### src/rtl/seq_mul_pkg.sv
// Shared constants and FSM encodings for the sequential shift-add multiplier.
// Latency: n/a (declarations only).
// Backpressure: n/a.
package seq_mul_pkg;

   localparam int WIDTH = 32;   // operand width
   localparam int KEY_W = 125;  // locking key width
   localparam int CNT_W = 5;    // RUN-cycle counter width

   // One-hot FSM states
   typedef enum logic [2:0] {
      S_IDLE = 3'b001,
      S_RUN  = 3'b010,
      S_DONE = 3'b100
   } state_t;

endpackage

### src/rtl/seq_mul_if.sv
// Start/done handshake bundle between a caller and seq_mul_core.
// Latency: n/a (wiring only).
// Backpressure: none; the caller holds ap_start until it sees ap_ready.
// Ports: ap_start, a, b, working_key (caller -> core); ap_done, ap_ready,
//        ap_idle, ap_return (core -> caller).
interface seq_mul_if #(
   parameter int WIDTH = seq_mul_pkg::WIDTH,
   parameter int KEY_W = seq_mul_pkg::KEY_W
);
   logic                 ap_start;
   logic [WIDTH-1:0]     a;
   logic [WIDTH-1:0]     b;
   logic [KEY_W-1:0]     working_key;
   logic                 ap_done;
   logic                 ap_ready;
   logic                 ap_idle;
   logic [2*WIDTH-1:0]   ap_return;

   modport master (
      output ap_start, a, b, working_key,
      input  ap_done, ap_ready, ap_idle, ap_return
   );

   modport slave (
      input  ap_start, a, b, working_key,
      output ap_done, ap_ready, ap_idle, ap_return
   );
endinterface

### src/rtl/seq_mul_dp.sv
// Shift-add datapath: operand registers plus 2*WIDTH accumulator.
// Latency: one shift-add step per cycle while step is high.
// Backpressure: none; sequenced entirely by the FSM strobes.
// Ports: ap_clk/ap_rst; load (latch a,b, clear acc), step (one shift-add),
//        clear (zero everything); acc_next = accumulator after this step's add.
module seq_mul_dp #(
   parameter int WIDTH = seq_mul_pkg::WIDTH
) (
   input  logic                 ap_clk,
   input  logic                 ap_rst,
   input  logic                 load,
   input  logic                 step,
   input  logic                 clear,
   input  logic [WIDTH-1:0]     a,
   input  logic [WIDTH-1:0]     b,
   output logic [2*WIDTH-1:0]   acc_next
);
   import seq_mul_pkg::*;

   logic [2*WIDTH-1:0] mcand;
   logic [2*WIDTH-1:0] acc;
   logic [WIDTH-1:0]   mplr;

   // Exposed combinationally so the FSM can capture the final step's sum
   // in the same edge that leaves RUN.
   assign acc_next = mplr[0] ? (acc + mcand) : acc;

   always_ff @(posedge ap_clk) begin
      if (ap_rst || clear) begin
         mcand <= '0;
         mplr  <= '0;
         acc   <= '0;
      end else if (load) begin
         mcand <= {{WIDTH{1'b0}}, a};
         mplr  <= b;
         acc   <= '0;
      end else if (step) begin
         acc   <= acc_next;
         mcand <= mcand << 1;
         mplr  <= mplr >> 1;
      end
   end
endmodule

### src/rtl/seq_mul_core.sv
// Sequential unsigned multiplier, one multiplier bit per cycle, with key lock.
// Latency: start accepted in cycle 0, ap_done/ap_ready in cycle WIDTH+1.
// Backpressure: ap_start is only sampled in IDLE; held high it re-arms back-to-back.
// Ports: ap_clk, ap_rst (sync, active high); bus = seq_mul_if slave
//        (ap_start/a/b/working_key in, ap_done/ap_ready/ap_idle/ap_return out).
module seq_mul_core #(
   parameter int WIDTH = seq_mul_pkg::WIDTH,
   parameter int KEY_W = seq_mul_pkg::KEY_W
) (
   input  logic     ap_clk,
   input  logic     ap_rst,
   seq_mul_if.slave bus
);
   import seq_mul_pkg::*;

   state_t             state;
   logic [CNT_W-1:0]   cnt;
   logic [2*WIDTH-1:0] ret_q;
   logic [2*WIDTH-1:0] acc_next;
   logic [2*WIDTH-1:0] inv_mask;
   logic               accept;
   logic               lock0;
   logic               lock1;
   logic               last;
   logic               dp_load;
   logic               dp_step;
   logic               dp_clear;
   logic               unused_key;

   // Only the low three key bits steer behaviour.
   assign unused_key = ^bus.working_key[KEY_W-1:3];

   assign accept   = (state == S_IDLE) && bus.ap_start;
   assign lock0    = bus.working_key[0] && (bus.a[1:0] == 2'b01);
   assign lock1    = bus.working_key[1] && (cnt[1:0] == 2'b01);
   assign last     = (cnt == CNT_W'(WIDTH - 1));
   assign inv_mask = {{(2*WIDTH-1){1'b0}}, bus.working_key[2]};

   // Branch-0 acceptance skips RUN, so the datapath is just zeroed.
   assign dp_load  = accept && !lock0;
   assign dp_clear = accept && lock0;
   assign dp_step  = (state == S_RUN);

   assign bus.ap_done   = (state == S_DONE);
   assign bus.ap_ready  = (state == S_DONE);
   assign bus.ap_idle   = (state == S_IDLE) && !bus.ap_start;
   assign bus.ap_return = ret_q;

   seq_mul_dp #(.WIDTH(WIDTH)) u_dp (
      .ap_clk   (ap_clk),
      .ap_rst   (ap_rst),
      .load     (dp_load),
      .step     (dp_step),
      .clear    (dp_clear),
      .a        (bus.a),
      .b        (bus.b),
      .acc_next (acc_next)
   );

   always_ff @(posedge ap_clk) begin
      if (ap_rst) begin
         state <= S_IDLE;
         cnt   <= '0;
         ret_q <= '0;
      end else begin
         case (state)
            S_IDLE: begin
               if (bus.ap_start) begin
                  cnt <= '0;
                  if (lock0) begin
                     state <= S_DONE;
                     ret_q <= inv_mask;
                  end else begin
                     state <= S_RUN;
                  end
               end
            end
            S_RUN: begin
               cnt <= cnt + 1'b1;
               // acc_next already includes this cycle's partial product.
               if (last || lock1) begin
                  state <= S_DONE;
                  ret_q <= acc_next ^ inv_mask;
               end
            end
            S_DONE: state <= S_IDLE;
            default: state <= S_IDLE;
         endcase
      end
   end
endmodule

### src/flat_wrapper.sv
// flat-port wrapper written by rule: the top's interface ports become plain ports
module seq_mul_core_flat import seq_mul_pkg::*;
#(
   parameter int WIDTH = seq_mul_pkg::WIDTH,
   parameter int KEY_W = seq_mul_pkg::KEY_W
)
  (ap_clk, ap_rst, bus_ap_start, bus_a, bus_b, bus_working_key, bus_ap_done, bus_ap_ready, bus_ap_idle, bus_ap_return);
  seq_mul_if #(.WIDTH(WIDTH), .KEY_W(KEY_W)) bus_i ();
  input  logic ap_clk;
  input  logic ap_rst;
  input wire logic [$bits(bus_i.ap_start)-1:0] bus_ap_start;
  input wire logic [$bits(bus_i.a)-1:0] bus_a;
  input wire logic [$bits(bus_i.b)-1:0] bus_b;
  input wire logic [$bits(bus_i.working_key)-1:0] bus_working_key;
  output wire logic [$bits(bus_i.ap_done)-1:0] bus_ap_done;
  output wire logic [$bits(bus_i.ap_ready)-1:0] bus_ap_ready;
  output wire logic [$bits(bus_i.ap_idle)-1:0] bus_ap_idle;
  output wire logic [$bits(bus_i.ap_return)-1:0] bus_ap_return;
  assign bus_i.ap_start = bus_ap_start;
  assign bus_i.a = bus_a;
  assign bus_i.b = bus_b;
  assign bus_i.working_key = bus_working_key;
  assign bus_ap_done = bus_i.ap_done;
  assign bus_ap_ready = bus_i.ap_ready;
  assign bus_ap_idle = bus_i.ap_idle;
  assign bus_ap_return = bus_i.ap_return;
  seq_mul_core #(.WIDTH(WIDTH), .KEY_W(KEY_W)) u_core (.ap_clk(ap_clk), .ap_rst(ap_rst), .bus(bus_i));
endmodule
### config.mk
export PLATFORM = sky130hd
export DESIGN_NAME = seq_mul_core_flat
export DESIGN_NICKNAME = d
export VERILOG_FILES = /design/src/rtl/seq_mul_pkg.sv /design/src/rtl/seq_mul_if.sv /design/src/rtl/seq_mul_dp.sv /design/src/rtl/seq_mul_core.sv /design/src/flat_wrapper.sv
export SDC_FILE = /design/constraint.sdc
export NUM_CORES = 1
export LEC_CHECK = 0
export ABC_AREA = 1
export CORE_UTILIZATION = 55
export CTS_CLUSTER_DIAMETER = 200
export DETAILED_ROUTE_END_ITERATION = 10
export PLACE_DENSITY = 0.86
export SLEW_MARGIN = 20
export SYNTH_ARGS = -nofsm -noshare
export SYNTH_HDL_FRONTEND = slang
export SYNTH_SLANG_ARGS = --single-unit
export TNS_END_PERCENT = 5
### constraint.sdc
create_clock -name ap_clk -period 4 [get_ports ap_clk]
set_input_delay 0.4 -clock ap_clk [delete_from_list [all_inputs] [get_ports ap_clk]]
set_output_delay 0.4 -clock ap_clk [all_outputs]
set_load 0.02 [all_outputs]
* Word level (Yosys, flattened, before mapping)
Index checks and enable logic that the tools add are counted.
Storage, ports and cells: bits in registers 232, bits of input ports 192, logic and storage cells 50
Operators by class: add/sub/neg operators 2, eq/ne operators 9, mux-type cells 15, bitwise gates (word level) 1, reduce and logical (&&, ||, !) cells 16
Operators by type and width (number):
- $mux 64 | 4
- $mux 32 | 4
- $pmux 64 s2 | 1
- $add 64x64->64 | 1
- $xor 64x1->64 | 1
- $pmux 5 s2 | 1
- $mux 3 | 3
- $logic_and 1x1->1 | 6
- $pmux 3 s2 | 1
- $add 5x1->5 const B | 1
- $eq 5x5->1 const B | 1
- $mux 5 | 1
- $eq 2x1->1 const B | 2
- $ne 2x2->1 const B | 2
- $reduce_and 2->1 | 2
- $reduce_and 4->1 | 1
- $reduce_bool 2->1 | 2
- $eq 3x1->1 const B | 1
- $eq 3x2->1 const B | 1
- $eq 3x3->1 const B | 1
- $logic_not 1->1 | 2
- $logic_or 1x1->1 | 2
- $ne 2x1->1 const B | 1
- $reduce_or 2->1 | 1

* Depth between registers and ports, before layout
Gate-level depths: netlist of run 1.
depth after elaboration 5, depth in mapped cells 18

* Modules after synthesis
Synthesis of run 1 repeated with hierarchy kept, for this count alone.
Unflattened totals: cells, all modules 2756, area total of the unflattened synthesis 16139.2 µm²
By module, submodules not included:
- seq_mul_dp | times used 1, cells an instance 2243, area each 12774.8 µm²
- seq_mul_core | times used 1, cells an instance 513, area each 3364.5 µm²

* Least setup slack after synthesis of run 1
Ideal clock, no wire load.
path kind register to register, start register u_core.u_dp.mcand[0], end register u_core.ret_q[62] (netlist: u_core.bus.ap_return[62]), library setup time 0.128 ns, data arrival time 1.896 ns, data required time 3.872 ns, slack 1.975 ns, stages on the path, launching flop included 18, clock period less this slack 2.025 ns, cells stage by stage dfxtp_1 > ha_1 > inv_1 > fa_1 > inv_1 > nand3_2 > nand2_4 > nand2_2 > nand2_2 > nand2_1 > nand2_2 > nand2_1 > nand2_2 > nand2_1 > nand3_1 > nand3_1 > nand2_1 > a21oi_1
Between the ends: word-level cells in the longest chain between the ends 5
RTL lines:
- start, declared | line seq_mul_dp.sv:20 | logic [2*WIDTH-1:0] mcand;
- start signal, assigned | line seq_mul_dp.sv:34 | mcand <= {{WIDTH{1'b0}}, a};
- start signal, assigned | line seq_mul_dp.sv:39 | mcand <= mcand << 1;
- $add 64x64->64 | line seq_mul_dp.sv:26 | assign acc_next = mplr[0] ? (acc + mcand) : acc;
- $mux 64 | line seq_mul_dp.sv:26
- $xor 64x1->64 | line seq_mul_core.sv:83 | ret_q <= acc_next ^ inv_mask;
- $mux 64 | line seq_mul_core.sv:81 | if (last || lock1) begin
- $pmux 64 s2 | line seq_mul_core.sv:66 | case (state)
- end signal, assigned | line seq_mul_core.sv:72 | ret_q <= inv_mask;
- end signal, assigned | line seq_mul_core.sv:83
- end, declared | line seq_mul_core.sv:18 | logic [2*WIDTH-1:0] ret_q;
No other way between the ends. The select of a mux whose other input is x is not followed. A chain may end at the register's enable or synchronous reset.

* Worst setup path in the final report of run 1
start register u_core.cnt[0], end register u_core.ret_q[14] (netlist: u_core.bus.ap_return[14])
Between the ends: word-level cells in the longest chain between the ends 5, elaborated cells on any way between the ends 6, those cells by class eq/ne (3); reduce/logical (3)
RTL lines:
- start, declared | line seq_mul_core.sv:17 | logic [CNT_W-1:0] cnt;
- start signal, assigned | line seq_mul_core.sv:79 | cnt <= cnt + 1'b1;
- $eq 2x1->1 | line seq_mul_core.sv:35 | assign lock1 = bus.working_key[1] && (cnt[1:0] == 2'b01);
- $logic_and 1x1->1 | line seq_mul_core.sv:35
- $logic_or 1x1->1 * | line seq_mul_core.sv:81
- $ne 2x2->1 (no line) *
- $reduce_and 4->1 (no line) *
Every way passes the cells marked *; elsewhere a longest branch is shown, timed or not.

==> impl_metrics.py, run 1 <==
metrics = {
    "finish": {
        "final-seq-area_um2": 4650,
        "final_common_cell": "nand2_1",
        "drive_above_1_share_pct": 5.94,
        "finish.instance_area_um2": 17300,
        "n_antenna_cell": 0,
        "layout.nets": 2819,
        "multi_input_area_um2": 8550,
        "area_delta_synth_final_pct": 15.9,
        "final_cell_mix": "nand2_1 (930), inv_1 (332), dfxtp_1 (231)",
        "fillerInstances": 2434,
        "fin_cells": 2911,
    },
    "yosys": {
        "ys_seq_area_share_pct": 31.2,
        "synth_top_area_share_pct": 31.2,
        "yosys_warnings": 0,
        "yosys.area.top_type": "dfxtp_1",
        "syn_avg_cell_area_um2": 6.01,
        "ys_ff_latch": 232,
        "syn_inst": 2479,
        "yosysUniqueCellTypes": 39,
        "synth_area_leaders": "dfxtp_1 (31%), nand2_1 (23%), inv_1 (8.4%)",
        "synth_nets": 2738,
        "syn_area_um2": 14900,
    },
    "timing": {
        "clock.fmax_mhz": 357,
        "slew_viol_final": 0,
        "min_period_ns": 2.80,
        "hold_violations": 0,
        "setup_violations": 0,
        "tns_ns": 0,
        "worst_pin_slew_ns": 1.09,
        "relSlewSlack_pct": 27.6,
        "min_period_over_period_pct": 70.0,
        "rsz0062_at_grt": "no",
        "fin_skew_ns": 0.0216,
    },
    "clock_network": {
        "cts-root-buf": "clkbuf_16",
        "clk_latency_ns": 0.56,
        "cts_hold_buf": 0,
        "cts_buffers": 25,
        "htreeDepth": 1,
        "post-cts-setup-buffers": 0,
        "clkSlewWorstSetupHoldPaths_ns": 0.06,
        "cts_buffer_depth": 3,
        "cts_sinks": 232,
        "cts-resized-gates": 0,
        "cts_tree": "done",
    },
    "routing": {
        "dr.pass1.iters": 9,
        "drc": 7,
        "drtIter0Drc": 1151,
        "wl_per_cell_um": 15.3,
        "drt-total-wl_um": 44400,
        "post_drt_via_cell_ratio": 5.30,
        "ant_nets": 0,
        "num_vias": 15426,
    },
    "die": {
        "ios": 259,
        "placementRows": 59,
        "fp.dieH_um": 167,
        "core_area_um2": 26400,
        "initial_core_util_pct": 56.6,
        "die_area_um2": 27800,
        "die_w_um": 167,
    },
    "critical_path": {
        "startpoint_type": "register",
        "slowest_stage": "clkinv_2",
        "critPathRequiredTime_ns": 4.42,
        "worstPathArrival_ns": 3.22,
        "end_kind": "register",
        "worstPathCellList": "ha_1 > inv_1 > nor3_1 > ha_1 > a211oi_2 > nor2_1 > nand2_2 > clkinv_2 > buf_12 > o21ai_0 > a21oi_1",
        "criticalPathCategory": "register to register",
        "cp_max_fo": 72,
        "crit_path_frequent_cell": "ha_1",
        "max_stage_delay_ns": 0.55,
    },
    "pwr": {
        "p_leak_uw": 0.00779,
        "ir_worst_vdd_mv": 0.332,
        "pwr_density_cell_nw_per_um2": 322,
    },
    "grt": {
        "grt_start_max_net_pins": 81,
        "antenna_found_initial": 0,
        "grt_pass1_vias": 14261,
        "grt_use_total_pct": 31.7,
        "grt_first_pass_wirelength_um": 72000,
        "grt-ovfl-total": 0,
    },
    "placement": {
        "gp_congestion": 0.979,
        "port_buffers": 136,
        "place_area_um2": 16400,
        "place_inst": 2868,
        "hpwl_um": 33100,
    },
    "status": {
        "violations": "design-rule violations",
        "status": "complete, but fails checks",
    },
    "flow_run": {
        "drv_cap": 0,
    },
    "min_path": {
        "hp-class": "primary input to register",
    },
}
worst paths after layout:
path	slack [ns]	endpoint	start	cells past startpoint
worst max-delay path	1.20	u_core.bus.ap_return[14]	u_core.cnt[0]	11
worst min-delay path	0.43	u_core.u_dp.mplr[4]	bus_b[4]	3
worst max register to register	1.20	u_core.bus.ap_return[14]	u_core.cnt[0]	11
worst min register to register	0.47	u_core.cnt[4]	u_core.cnt[4]	2
cell families (layout without fill, tap and decap cells):
family                     Yosys count  count (layout)  synth area share [%]
AOI/OAI and AO/OA                  387             387                  14.0
xor gates and xnor gates            25              25                  1.47
adders and majority gates           67              67                  5.67
buffers and inverters              447             544                  11.6
DFF                                232             232                  31.2
and+or+nand+nor                   1321            1321                  36.1
cell usage after synthesis, drive strengths merged:
library cell  instances
or2                   3
o21bai                2
dfxtp               232
inv                 349
o21a                  1
nand3                77
nor2                242
o21ai                97
xnor2                 6
clkinv                5
nand4                10
a31oi                61
clkbuf               53
fa                    1
a221oi                2
ha                   66
buf                  40
o211ai               13
o22ai                 2
xor2                 19
nand2               968
a21oi               207
a211oi                2
nor3                 19
nor4                  2
sequential cells by signal, indices dropped and copies added, names as in the netlist:
name                  count
u_core.bus.ap_return     64
u_core.cnt                5
u_core.state              3
u_core.u_dp.acc          64
u_core.u_dp.mcand        64
u_core.u_dp.mplr         32
power by group:
part,switching [uW],internal [uW]
clock,976,1490
sequential,63.5,2400
combinational,380,247
total,1420,4140
through the flow:
stage	worst slack [ns]	power [uW]	util [%]	hold WS [ns]
2_1_floorplan	1.98	2890	-	0.440
3_3_place_gp	1.40	3110	62.2	0.450
3_5_place_dp	1.28	3130	62.2	0.461
4_1_cts	1.24	5580	65.6	0.417
5_1_grt	0.915	5740	65.6	0.438
6_report	1.20	5560	65.6	0.426
routing by layer:
layer	global-route usage, %	part of all wire, %
met3	2.76	5.3
met4	10.3	2.9
met1	44.0	47
met2	51.8	44
met5	0	0
worst max-delay path, delay by kind of cell, from the launching register on:
| family | cells | cell delay [ns] |
|---|---|---|
| compound gates | 3 | 0.55 |
| fa+ha+maj | 2 | 0.41 |
| buf+inv | 3 | 1.08 |
| flops | 1 | 0.35 |
| simple gates | 3 | 0.25 |
cell type report:
type / count / share of cell area, %
clock buffer: 36 / 4.33
clock inverter: 7 / 0.724
inverter: 354 / 7.71
multi-input combinational: 1800 / 49.5
sequential: 232 / 26.9
tap: 335 / 2.43
timing repair buffer: 147 / 8.43
Note: power is estimated with default switching activity, not from simulation.
==> run 2, diff against run 1 <==
--- a/config.mk
+++ b/config.mk
@@ -6,10 +6,10 @@
 export NUM_CORES = 1
 export LEC_CHECK = 0
 export ABC_AREA = 1
-export CORE_UTILIZATION = 55
+export CORE_UTILIZATION = 49
 export CTS_CLUSTER_DIAMETER = 200
 export DETAILED_ROUTE_END_ITERATION = 10
-export PLACE_DENSITY = 0.86
+export PLACE_DENSITY = 0.81
 export SLEW_MARGIN = 20
 export SYNTH_ARGS = -nofsm -noshare
 export SYNTH_HDL_FRONTEND = slang
==> constraint.sdc (replaced) <==
create_clock -name ap_clk -period 2.5 [get_ports ap_clk]
set_input_delay 0.25 -clock ap_clk [delete_from_list [all_inputs] [get_ports ap_clk]]
set_output_delay 0.25 -clock ap_clk [all_outputs]
set_load 0.02 [all_outputs]
==> impl_metrics.py, run 2 (synthesis gave the netlist of run 1 again) <==
metrics = {
    "status": {
        "status": "complete, no violations",
    },
    "placement": {
        "port_buffers": 136,
        "gp_congestion": 1.01,
        "place_inst": 2936,
        "hpwl_um": 32500,
        "place_area_um2": 16600,
    },
    "timing": {
        "hold_violations": 0,
        "min_period_ns": 2.40,
        "worst_pin_slew_ns": 0.827,
        "fin_skew_ns": 0.0226,
        "relSlewSlack_pct": 44.9,
        "clock.fmax_mhz": 416,
        "slew_viol_final": 0,
        "setup_violations": 0,
        "rsz0062_at_grt": "yes",
        "min_period_over_period_pct": 96.1,
    },
    "critical_path": {
        "end_kind": "register",
        "max_stage_delay_ns": 0.37,
        "criticalPathCategory": "register to register",
        "critPathRequiredTime_ns": 2.89,
        "startpoint_type": "register",
        "crit_family": "simple AND/OR/NAND/NOR gates",
        "slowest_stage": "fa_1",
        "cp_max_fo": 4,
        "worstPathCellList": "ha_2 > inv_1 > fa_1 > inv_2 > nand3_2 > nand2_4 > nand2_2 > nand2_4 > nand2_1 > nand2_2 > nand2_1 > nand2_4 > nand2_2 > nand3_1 > nand3_1 > nand2_1 > a21oi_1",
        "crit_buf_inv": 2,
        "worstPathArrival_ns": 2.79,
    },
    "routing": {
        "wl_met2_um": 19300,
        "ant_nets": 0,
        "post_drt_via_cell_ratio": 5.12,
        "top_layer": "met4",
        "drtIter0Drc": 1099,
        "dr.pass1.iters": 5,
        "drt-total-wl_um": 42800,
        "num_vias": 15253,
        "routed-wl-met3_um": 2310,
        "wl_per_cell_um": 14.4,
        "drc": 0,
        "wl_met1_um": 20400,
    },
    "grt": {
        "grt_first_pass_wirelength_um": 69500,
        "grt_start_max_net_pins": 127,
        "grt_use_total_pct": 27.4,
        "antenna_found_initial": 0,
        "grt-ovfl-total": 0,
        "grt_pass1_vias": 13884,
    },
    "finish": {
        "multi_input_area_um2": 8660,
        "n_antenna_cell": 0,
        "fillerInstances": 2881,
        "area_delta_synth_final_pct": 17.5,
        "drive_above_1_share_pct": 7.23,
        "final_cell_mix": "nand2_1 (923), inv_1 (331), dfxtp_1 (229)",
        "final-seq-area_um2": 4650,
        "final_common_cell": "nand2_1",
        "finish.instance_area_um2": 17500,
        "fin_cells": 2978,
        "layout.nets": 2831,
    },
    "min_path": {
        "hp-class": "primary input to register",
    },
    "pwr": {
        "p_leak_uw": 0.00783,
        "ir_worst_vdd_mv": 0.425,
        "pwr_density_cell_nw_per_um2": 487,
    },
    "flow_run": {
        "drv_cap": 0,
    },
    "die": {
        "placementRows": 63,
        "initial_core_util_pct": 50.0,
        "core_area_um2": 29800,
        "fp.dieH_um": 176,
        "die_area_um2": 31100,
        "die_w_um": 176,
        "ios": 259,
    },
    "clock_network": {
        "cts_buffer_depth": 3,
        "post-cts-setup-buffers": 0,
        "cts-root-buf": "clkbuf_16",
        "htreeDepth": 1,
        "cts_tree": "done",
        "cts_buffers": 24,
        "clkSlewWorstSetupHoldPaths_ns": 0.06,
        "clk_latency_ns": 0.54,
        "cts_hold_buf": 0,
        "cts_sinks": 232,
    },
}
[run 2: cell types whose count changed in the layout (fill, tap and decap cells not counted), sizes merged]
cell      before  now
clkbuf        36   34
inv          348  347
bufinv         3    2
clkinvlp       0    2
clkinv        10   11
buf           11   24
[run 2: cell type report]
class	instances	share of cell area, %
multi-input cells	1800	49.4
flip-flops and latches	232	26.6
repair buffers	160	9.16
inverters	354	7.60
clock buffers	34	3.87
well taps	390	2.79
clock inverters	8	0.607
[run 2: path summary, 6_finish.rpt]
kind                        start                    to  slack (ns)  cells after the start
max          u_core.u_dp.mcand[0]   u_core.u_dp.acc[62]         0.1                     17
min                     bus_b[31]  u_core.u_dp.mplr[31]        0.28                      3
max reg2reg  u_core.u_dp.mcand[0]   u_core.u_dp.acc[62]         0.1                     17
min reg2reg  u_core.u_dp.mplr[31]  u_core.u_dp.mplr[31]        0.47                      2
[run 2: through the flow]
step                      hold slack, ns  setup slack (ns)  power, uW  utilization (%)  TNS [ns]
final                              0.282            0.0965       8530             58.8         0
after global routing               0.289           -0.0368       8850             58.8    -0.126
after CTS                          0.263          0.000111       8610             58.4         0
after detailed placement           0.460           -0.0482       5020             55.8    -0.107
after global placement             0.451          -0.00409       4990             55.8  -0.00409
after floorplan                    0.397             0.475       4620                -         0
[run 2: worst min-delay path, delay by kind of cell]
kind,cells,cell delay [ns]
buffers and inverters,1,0.40
AO/OA/AOI/OAI,1,0.06
AND/OR/NAND/NOR,1,0.07
[run 2: repair_timing]
| action | 4_1_cts | 5_1_grt |
|---|---|---|
| endpoints found under the setup margin | 7 | 48 |
| gates resized for setup | 3 | 29 |
| pin swaps | 0 | 2 |
| cloned | 0 | 0 |
[run 2: power breakdown]
part | switching [uW] | internal, uW
logic | 602 | 411
registers | 93.8 | 3840
clock network | 1490 | 2090
[run 2: layer usage]
layer | vias to the layer above | track usage [%]
met5 | - | 0
met2 | 395 | 45.6
met3 | 53 | 2.22
li1 | 7910 | -
met1 | 6895 | 38.5
met4 | 0 | 6.14
==> run 3, diff against run 2 <==
--- a/config.mk
+++ b/config.mk
@@ -6,6 +6,7 @@
 export NUM_CORES = 1
 export LEC_CHECK = 0
 export ABC_AREA = 1
+export CORE_ASPECT_RATIO = 0.6
 export CORE_UTILIZATION = 49
 export CTS_CLUSTER_DIAMETER = 200
 export DETAILED_ROUTE_END_ITERATION = 10
==> impl_metrics.py, run 3 (synthesis gave the netlist of run 1 again) <==
metrics = {
    "placement": {
        "port_buffers": 136,
        "hpwl_um": 34800,
        "place_inst": 2955,
        "gp_congestion": 0.992,
        "place_area_um2": 16600,
    },
    "status": {
        "status": "complete, no violations",
    },
    "finish": {
        "final_cell_mix": "nand2_1 (918), inv_1 (331), dfxtp_1 (229)",
        "layout.nets": 2832,
        "multi_input_area_um2": 8710,
        "drive_above_1_share_pct": 8.00,
        "final-seq-area_um2": 4650,
        "fillerInstances": 2948,
        "final_common_cell": "nand2_1",
        "fin_cells": 2997,
        "final_core_util_pct": 59.0,
        "finish.instance_area_um2": 17600,
        "n_antenna_cell": 0,
        "area_delta_synth_final_pct": 18.3,
    },
    "timing": {
        "clock.fmax_mhz": 419,
        "tns_ns": 0,
        "relSlewSlack_pct": 44.7,
        "min_period_over_period_pct": 95.4,
        "min_period_ns": 2.38,
        "rsz0062_at_grt": "yes",
        "fin_skew_ns": 0.0193,
        "slew_viol_final": 0,
        "worst_pin_slew_ns": 0.828,
        "setup_violations": 0,
        "hold_violations": 0,
    },
    "clock_network": {
        "clkSlewWorstSetupHoldPaths_ns": 0.06,
        "cts_sinks": 232,
        "cts_buffer_depth": 3,
        "htreeDepth": 1,
        "cts_tree": "done",
        "cts_buffers": 22,
        "cts-root-buf": "clkbuf_16",
        "cts_hold_buf": 0,
        "clk_latency_ns": 0.54,
    },
    "grt": {
        "grt_use_total_pct": 29.3,
        "grt_pass1_vias": 13619,
        "grt_first_pass_wirelength_um": 72300,
        "antenna_found_initial": 0,
        "grt-ovfl-total": 0,
        "grt_start_max_net_pins": 112,
    },
    "critical_path": {
        "criticalPathCategory": "register to register",
        "reg2regPathDepth": 13,
        "rrSetupSlack_ns": 0.12,
        "end_kind": "register",
        "worstPathCellList": "ha_2 > nand2_2 > inv_1 > nand2_1 > nand2_1 > inv_1 > nand3_2 > nand3_1 > nand2_2 > buf_4 > xor2_1 > o21ai_0 > a21oi_1",
        "cp_max_fo": 5,
        "startpoint_type": "register",
        "slowest_stage": "dfxtp_1",
        "crit_family": "simple AND/OR/NAND/NOR gates",
        "crit_buf_inv": 3,
        "worstPathArrival_ns": 2.77,
        "r2r-start": "u_core.u_dp.mcand[8]",
        "max_stage_delay_ns": 0.38,
        "critPathRequiredTime_ns": 2.89,
        "worstReg2RegEnd": "u_core.u_dp.acc[26]",
    },
    "min_path": {
        "hold_path.startpoint": "bus_b[31]",
        "min_to": "u_core.u_dp.mplr[31]",
        "hold_depth": 3,
        "hp-class": "primary input to register",
    },
    "routing": {
        "post_drt_via_cell_ratio": 5.22,
        "drc": 0,
        "dr.pass1.iters": 6,
        "num_vias": 15651,
        "drt-total-wl_um": 45600,
        "drtIter0Drc": 1660,
        "wl_per_cell_um": 15.2,
        "ant_nets": 0,
    },
    "flow_run": {
        "drv_cap": 0,
    },
    "die": {
        "initial_core_util_pct": 49.8,
        "fp.dieH_um": 137,
        "placementRows": 49,
        "core_area_um2": 29900,
        "ios": 259,
        "die_w_um": 227,
        "die_area_um2": 31100,
    },
    "pwr": {
        "ir_worst_vdd_mv": 0.451,
        "p_total_uw": 8770,
        "p_leak_uw": 0.00788,
        "pwr_density_cell_nw_per_um2": 497,
    },
}
run 3: cell types whose count changed in the layout (fill, tap and decap cells not counted), moves of 3 or more:
| cell | delta |
|---|---|
| clkbuf_1 | -6 |
| nand2_1 | -5 |
| nand2_2 | +5 |
| buf_4 | +4 |
| ha_1 | -4 |
| clkbuf_8 | +3 |
| ha_2 | +3 |
| nor2_4 | +3 |
run 3: final cells by class:
cell class              instances  area share, %
inverters                     354           7.55
well taps                     408           2.89
multi-input cells            1800           49.4
repair buffers                163           9.12
flip-flops and latches        232           26.4
clock buffers                  30           3.81
clock inverters                10          0.887
run 3: report_power, final:
group	total (uW)	switching, uW	internal, uW	leakage [uW]
logic	1010	605	409	0.00559
clock network	3810	1510	2300	0.000410
registers	3950	109	3840	0.00188
run 3: what timing repair did:
action | in CTS | in global routing
resized for setup | 7 | 44
pin swaps | 0 | 3
endpoints found under the hold margin | 0 | 0
setup buffers | 0 | 2
setup endpoints to repair | 32 | 84
run 3: worst max path at each step:
stage | startpoint | end | slack [ns] | cells after the start
2_1_floorplan | u_core.u_dp.mcand[0] | u_core.bus.ap_return[62] | 0.48 | 17
3_3_place_gp | u_core.u_dp.mcand[0] | u_core.bus.ap_return[42] | 0.02 | 14
3_5_place_dp | u_core.u_dp.mcand[0] | u_core.bus.ap_return[30] | -0.10 | 15
4_1_cts | u_core.u_dp.mcand[0] | u_core.u_dp.acc[60] | 0.02 | 18
5_1_grt | u_core.u_dp.mcand[30] | u_core.bus.ap_return[59] | -0.03 | 13
6_report | u_core.u_dp.mcand[8] | u_core.u_dp.acc[26] | 0.12 | 13
run 3: worst register-to-register path: cells and delay by family, from the launching register on:
family / cells / cell delay, ns
AND/OR/NAND/NOR: 6 / 0.71
AO/OA/AOI/OAI: 2 / 0.36
adder cells (fa/ha/maj): 1 / 0.34
buffers and inverters: 3 / 0.32
XOR/XNOR: 1 / 0.13
flip-flops: 1 / 0.38
run 3: through the flow:
stage,setup WS (ns),hold slack (ns)
2_1_floorplan,0.475,0.397
3_3_place_gp,0.0176,0.450
3_5_place_dp,-0.105,0.469
4_1_cts,0.0213,0.283
5_1_grt,-0.0293,0.294
6_report,0.116,0.283
run 3: metal layers:
metal  up-vias  GRT usage, %  share of wire (%)
li1       7901             -                  -
met1      7134          47.1                 51
met3        44          3.89                8.6
met4         0          3.84                1.2
met5         -             0                  0
met2       572          41.4                 39
